--- src/rtl/solution_unpacker.sv ---
// solution_unpacker: rebuilds the board dimensions and the row-major
// solution bitmap from the serialized frame m, n, body bytes.
// Body bits are packed LSB-first; cell index 8*j+b sits in body byte j, bit b.
// Decoding happens in a shadow register. The visible outputs change only
// when a complete, well-formed frame has been received.
module solution_unpacker #(
    parameter int MAX_ROWS       = 11,
    parameter int MAX_COLS       = 11,
    parameter int TIMEOUT_CYCLES = 5_000_000
) (
    input  logic                                clk_50mhz,
    input  logic                                rst,
    input  logic [7:0]                          byte_in,
    input  logic                                valid_in,
    output logic [MAX_ROWS*MAX_COLS-1:0]        solution,
    output logic [$clog2(MAX_ROWS)-1:0]         m,
    output logic [$clog2(MAX_COLS)-1:0]         n,
    output logic                                done,
    output logic                                error,
    output logic                                busy
);

    localparam int BITS   = MAX_ROWS * MAX_COLS;
    localparam int M_W    = $clog2(MAX_ROWS);
    localparam int N_W    = $clog2(MAX_COLS);
    localparam int TOT_W  = $clog2(BITS + 1);
    localparam int K_W    = TOT_W + 1;
    localparam int IDLE_W = $clog2(TIMEOUT_CYCLES + 1);
    localparam logic [IDLE_W-1:0] IDLE_LAST = IDLE_W'(TIMEOUT_CYCLES - 1);

    typedef enum logic [1:0] {
        HDR_M = 2'd0,
        HDR_N = 2'd1,
        BODY  = 2'd2
    } state_t;

    state_t               state_r;
    logic [M_W-1:0]       m_shadow_r;
    logic [N_W-1:0]       n_shadow_r;
    logic [TOT_W-1:0]     total_r;
    logic [K_W-1:0]       k_r;
    logic [IDLE_W-1:0]    idle_r;
    logic [BITS-1:0]      shadow_r;

    logic [TOT_W-1:0]     prod_s;
    logic [BITS-1:0]      tot_mask_s;
    logic [BITS-1:0]      ins_mask_s;
    logic [BITS-1:0]      byte_vec_s;
    logic [BITS-1:0]      shadow_next_s;
    logic                 final_s;
    logic                 m_ok_s;
    logic                 n_ok_s;
    logic                 timeout_s;

    // A header byte is legal when it lies in 1..limit.
    function automatic logic in_range(input logic [7:0] value, input logic [7:0] limit);
        in_range = (value >= 8'd1) && (value <= limit);
    endfunction

    // Header validation, cell count, and the 8-bit insert at offset k into the shadow bitmap.
    always_comb begin
        m_ok_s        = in_range(byte_in, 8'(MAX_ROWS));
        n_ok_s        = in_range(byte_in, 8'(MAX_COLS));
        prod_s        = TOT_W'(m_shadow_r) * TOT_W'(byte_in[N_W-1:0]);
        // Cells at index >= total are never written, so bits past m*n stay 0.
        tot_mask_s    = ~({BITS{1'b1}} << total_r);
        ins_mask_s    = ({{(BITS-8){1'b0}}, 8'hFF} << k_r) & tot_mask_s;
        byte_vec_s    = {{(BITS-8){1'b0}}, byte_in} << k_r;
        shadow_next_s = (shadow_r & ~ins_mask_s) | (byte_vec_s & ins_mask_s);
        final_s       = (k_r + K_W'(8)) >= {1'b0, total_r};
        // A byte arriving on the last allowed idle cycle still wins over the timeout.
        timeout_s     = (idle_r == IDLE_LAST) && !valid_in;
    end

    // Frame FSM: header checks, body decode, commit, timeout, and registered outputs.
    always_ff @(posedge clk_50mhz) begin
        if (rst) begin
            state_r    <= HDR_M;
            m_shadow_r <= '0;
            n_shadow_r <= '0;
            total_r    <= '0;
            k_r        <= '0;
            idle_r     <= '0;
            shadow_r   <= '0;
            solution   <= '0;
            m          <= '0;
            n          <= '0;
            done       <= 1'b0;
            error      <= 1'b0;
            busy       <= 1'b0;
        end else begin
            done  <= 1'b0;
            error <= 1'b0;
            case (state_r)
                HDR_M: begin
                    idle_r <= '0;
                    if (valid_in) begin
                        if (m_ok_s) begin
                            m_shadow_r <= byte_in[M_W-1:0];
                            shadow_r   <= '0;
                            busy       <= 1'b1;
                            state_r    <= HDR_N;
                        end else begin
                            error <= 1'b1;
                        end
                    end else begin
                        busy <= 1'b0;
                    end
                end
                HDR_N: begin
                    if (valid_in) begin
                        idle_r <= '0;
                        if (n_ok_s) begin
                            n_shadow_r <= byte_in[N_W-1:0];
                            total_r    <= prod_s;
                            k_r        <= '0;
                            state_r    <= BODY;
                        end else begin
                            error   <= 1'b1;
                            busy    <= 1'b0;
                            state_r <= HDR_M;
                        end
                    end else if (timeout_s) begin
                        idle_r  <= '0;
                        error   <= 1'b1;
                        busy    <= 1'b0;
                        state_r <= HDR_M;
                    end else begin
                        idle_r <= idle_r + IDLE_W'(1);
                    end
                end
                BODY: begin
                    if (valid_in) begin
                        idle_r   <= '0;
                        shadow_r <= shadow_next_s;
                        if (final_s) begin
                            solution <= shadow_next_s;
                            m        <= m_shadow_r;
                            n        <= n_shadow_r;
                            done     <= 1'b1;
                            busy     <= 1'b0;
                            state_r  <= HDR_M;
                        end else begin
                            k_r <= k_r + K_W'(8);
                        end
                    end else if (timeout_s) begin
                        idle_r  <= '0;
                        error   <= 1'b1;
                        busy    <= 1'b0;
                        state_r <= HDR_M;
                    end else begin
                        idle_r <= idle_r + IDLE_W'(1);
                    end
                end
                default: begin
                    idle_r  <= '0;
                    busy    <= 1'b0;
                    state_r <= HDR_M;
                end
            endcase
        end
    end

endmodule

--- config.mk ---
export PLATFORM = sky130hd
export DESIGN_NAME = solution_unpacker
export DESIGN_NICKNAME = d
export VERILOG_FILES = /design/src/rtl/solution_unpacker.sv
export SDC_FILE = /design/constraint.sdc
export NUM_CORES = 1
export LEC_CHECK = 0
export BUFFER_PORTS_ARGS = -buffer_cell sky130_fd_sc_hd__buf_2
export CAP_MARGIN = 20
export CORE_ASPECT_RATIO = 0.6
export CORE_MARGIN = 1.5
export CORE_UTILIZATION = 39
export DETAILED_ROUTE_END_ITERATION = 10
export HOLD_SLACK_MARGIN = 0.1
export PLACE_DENSITY_LB_ADDON = 0.3
export SYNTH_ARGS = -nofsm -noshare
export SYNTH_HDL_FRONTEND = slang
export SYNTH_SLANG_ARGS = --single-unit
--- constraint.sdc ---
create_clock -name clk_50mhz -period 3.5 [get_ports clk_50mhz]
set_input_delay 0.7 -clock clk_50mhz [delete_from_list [all_inputs] [get_ports clk_50mhz]]
set_output_delay 0.7 -clock clk_50mhz [all_outputs]
set_load 0.01 [all_outputs]
==> impl_metrics.tcl <==
set metrics [dict create \
    status "completed" \
    syn-num-nets 1873 \
    dieWidth_um 252 \
    first_global_vias 13000 \
    io_buffers 142 \
    holdCritPathClass "reg -> reg" \
    max_freq_mhz 316 \
    drt_iter0_drc 1549 \
    layout.filler_cells 3628 \
    crit_arrival_ns 3.60 \
    p_seq_share_pct 48.3 \
    worstMarginPinSlew_ns 0.921 \
    yosysMostFrequentCell "nor2_1" \
    synth_area_um2 14500 \
    slew_viol_final 0 \
    p_sw_mw 1.56 \
    ys_top_cells_by_count "nor2_1 (360), dfxtp_1 (298), nand2_1 (182)" \
    post-route-drc-count 0 \
    grt_start_max_net_pins 101 \
    worst_setup_path_start_kind "flip-flop" \
    synth_edf_count 0 \
    max_slew_margin_pct 37.9 \
    h-tree-depth 1 \
    leakagePower_nw 6.59 \
    wl_per_cell_um 21.2 \
    synth_cells 1832 \
    rows 54 \
    antenna_found_initial 0 \
    synth_ff_type "dfxtp_1" \
    crit_path_max_incr_delay_ns 0.59 \
    vias 13900 \
    dieArea_um2 38300 \
    period_needed_ns 3.17 \
    setup_tns_ns 0 \
    pwr-share-comb_pct 2.2 \
    clock_power_share_pct 49.4 \
    crit_top_cell "ha_1" \
    powerDensity_nw_per_um2 415 \
    routed_wl_um 51500 \
    hold_buffers 0 \
    die_h_um 152 \
    max_cap_violations 0 \
    synthDominantCellAreaShare_pct 41.2 \
    path_max_fanout 68 \
    avgSynthCellArea_um2 7.90 \
    finalHoldWorstSlack_ns 0.453 \
    nets 1971 \
    cpMaxStageDelayCell "or4_4" \
    track_usage_pct 26.3 \
    cts.sink_count 298 \
    ys_warn_count 0 \
    finalClockSkew_ns 0.0107 \
    drive_above_1_share_pct 17.7 \
    clock_latency_ns 0.57 \
    dr.pass1.iters 5 \
    synth_cell_types 65 \
    cts_buffers 29 \
    synth_seq_cells 298 \
    path_class "reg -> reg" \
    fin_crit_sh_pct 90.5 \
    ys_seq_area_share_pct 41.2 \
    cts.clk_slew.worst_paths_ns 0.06 \
    cts_buffer_depth 3 \
    grt_pass1_wl_um 78900 \
    ant_nets 0 \
    globalplace.congestion 0.980 \
    crit_required_ns 3.93 \
    num_io_pins 143 \
    seqCellArea_um2 5970 \
    overflow 0 \
    crit_chain "ha_1 -> ha_1 -> inv_1 -> ha_1 -> and3_1 -> a22o_1 -> or4_4 -> nor2b_4 -> buf_12 -> nor2_1 -> nor3_1" \
    cts_tree "done" \
    p_sw_share_pct 22.2 \
    setup_viol 0 \
    start_util_pct 39.7 \
    fp.coreArea_um2 36400 \
    p_int_mw 5.46 \
    yosys.area.top_type "dfxtp_1" \
    via_per_inst 5.71 \
    diodes 0 \
    worst_setup_path_end_kind "flip-flop" \
    clock-root-buffer "clkbuf_16" \
    max-vdd-ir-drop_mv 0.314 \
    hold_violations 0 \
    synthTopCellsByArea "dfxtp_1 (41%), nor2_1 (9.3%), mux2_2 (5.1%)" \
    area_growth_pct 16.8 \
    multi_input_area_um2 7770 \
    hpwl_um 37100 \
    rsz0062_at_grt "false" \
    synth_async_sr_flop_share_pct 0 \
]
## sequential cells by signal, indices dropped and copies added (netlist names), 2 cells and up
| signal | count |
|---|---|
| idle_r | 23 |
| k_r | 5 |
| m | 4 |
| m_shadow_r | 4 |
| n | 4 |
| n_shadow_r | 4 |
| shadow_r | 121 |
| solution | 121 |
| state_r | 2 |
| total_r | 7 |
## per-layer routing
layer,wire length (um),track usage [%],vias to the layer above,share of wire (%)
met1,24300,39.2,6700,47
met4,1190,6.40,0,2.3
met2,20500,36.4,601,40
met3,5490,7.82,78,11
met5,0,0,-,0
li1,-,-,6494,-
## stage by stage
| stage | util, % | setup slack (ns) | total power, mW | instance area [um^2] | instances |
|---|---|---|---|---|---|
| 3_3_place_gp | 43.6 | 0.283 | 3.62 | 15900 | 2375 |
| 4_1_cts | 46.4 | 0.240 | 7.07 | 16900 | 2428 |
| 6_report | 46.4 | 0.331 | 7.02 | 16900 | 2428 |
| 5_1_grt | 46.4 | 0.150 | 7.21 | 16900 | 2428 |
| 2_1_floorplan | - | 0.0900 | 3.55 | 14500 | 1832 |
| 3_5_place_dp | 43.6 | 0.246 | 3.62 | 15900 | 2375 |
## path summary, 6_finish.rpt
path / slack (ns) / startpoint / end / depth (start not counted)
worst max-delay path: 0.33 / k_r[3] / solution[11] / 11
worst min-delay path: 0.45 / solution[100] / solution[100] / 2
worst min register to register: 0.45 / solution[100] / solution[100] / 2
worst max register to register: 0.33 / k_r[3] / solution[11] / 11
## cell type report
cell class / instances / area share, %
timing repair buffer: 211 / 8.14
tap: 476 / 3.52
clock inverter: 15 / 1.44
multi-input combinational: 1346 / 46.0
clock buffer: 38 / 4.67
inverter: 44 / 0.977
sequential: 298 / 35.3
## power groups by stage
stage | logic, mW | registers [mW] | clock network [mW]
after floorplan | 0.0824 | 3.47 | 0
after global routing | 0.165 | 3.39 | 3.66
after CTS | 0.154 | 3.39 | 3.52
after global placement | 0.154 | 3.47 | 0
after detailed placement | 0.154 | 3.47 | 0
final | 0.157 | 3.39 | 3.47
## critical path, delay by kind of cell (launching register included)
kind / cells / cell delay [ns]
AO/OA/AOI/OAI: 1 / 0.23
adder cells (fa/ha/maj): 3 / 0.86
buffers and inverters: 2 / 0.26
flip-flops: 1 / 0.37
AND/OR/NAND/NOR: 5 / 1.24
## cell families after synthesis
family,count (synthesis),share of synthesized area (%)
and+or+nand+nor,829,25.6
AOI/OAI and AO/OA,362,16.0
DFF,298,41.2
buffers and inverters,188,5.39
muxes,97,7.28
adders and majority gates,30,2.80
xor gates and xnor gates,28,1.69
## layout by cell type, fill, tap and decap left out, types with 11 or more instances in the layout
cell type	instances
inv_1	44
clkbuf_16	29
dfxtp_1	298
and2_1	48
buf_4	58
xor2_1	12
a21oi_1	113
ha_1	26
o21ai_0	62
and3_1	24
nor2_1	360
buf_2	141
xnor2_1	16
nor3_1	104
a22oi_1	94
nand2_1	182
mux2_2	66
a211oi_1	20
buf_12	11
mux2i_1	31
nand3_1	51
o31ai_1	15
## what timing repair did
item | CTS | global route
buffers inserted | 0 | 0
endpoints found under the setup margin | 0 | 1
gates resized for setup | 0 | 1
Power figures use the tool's default switching activity.
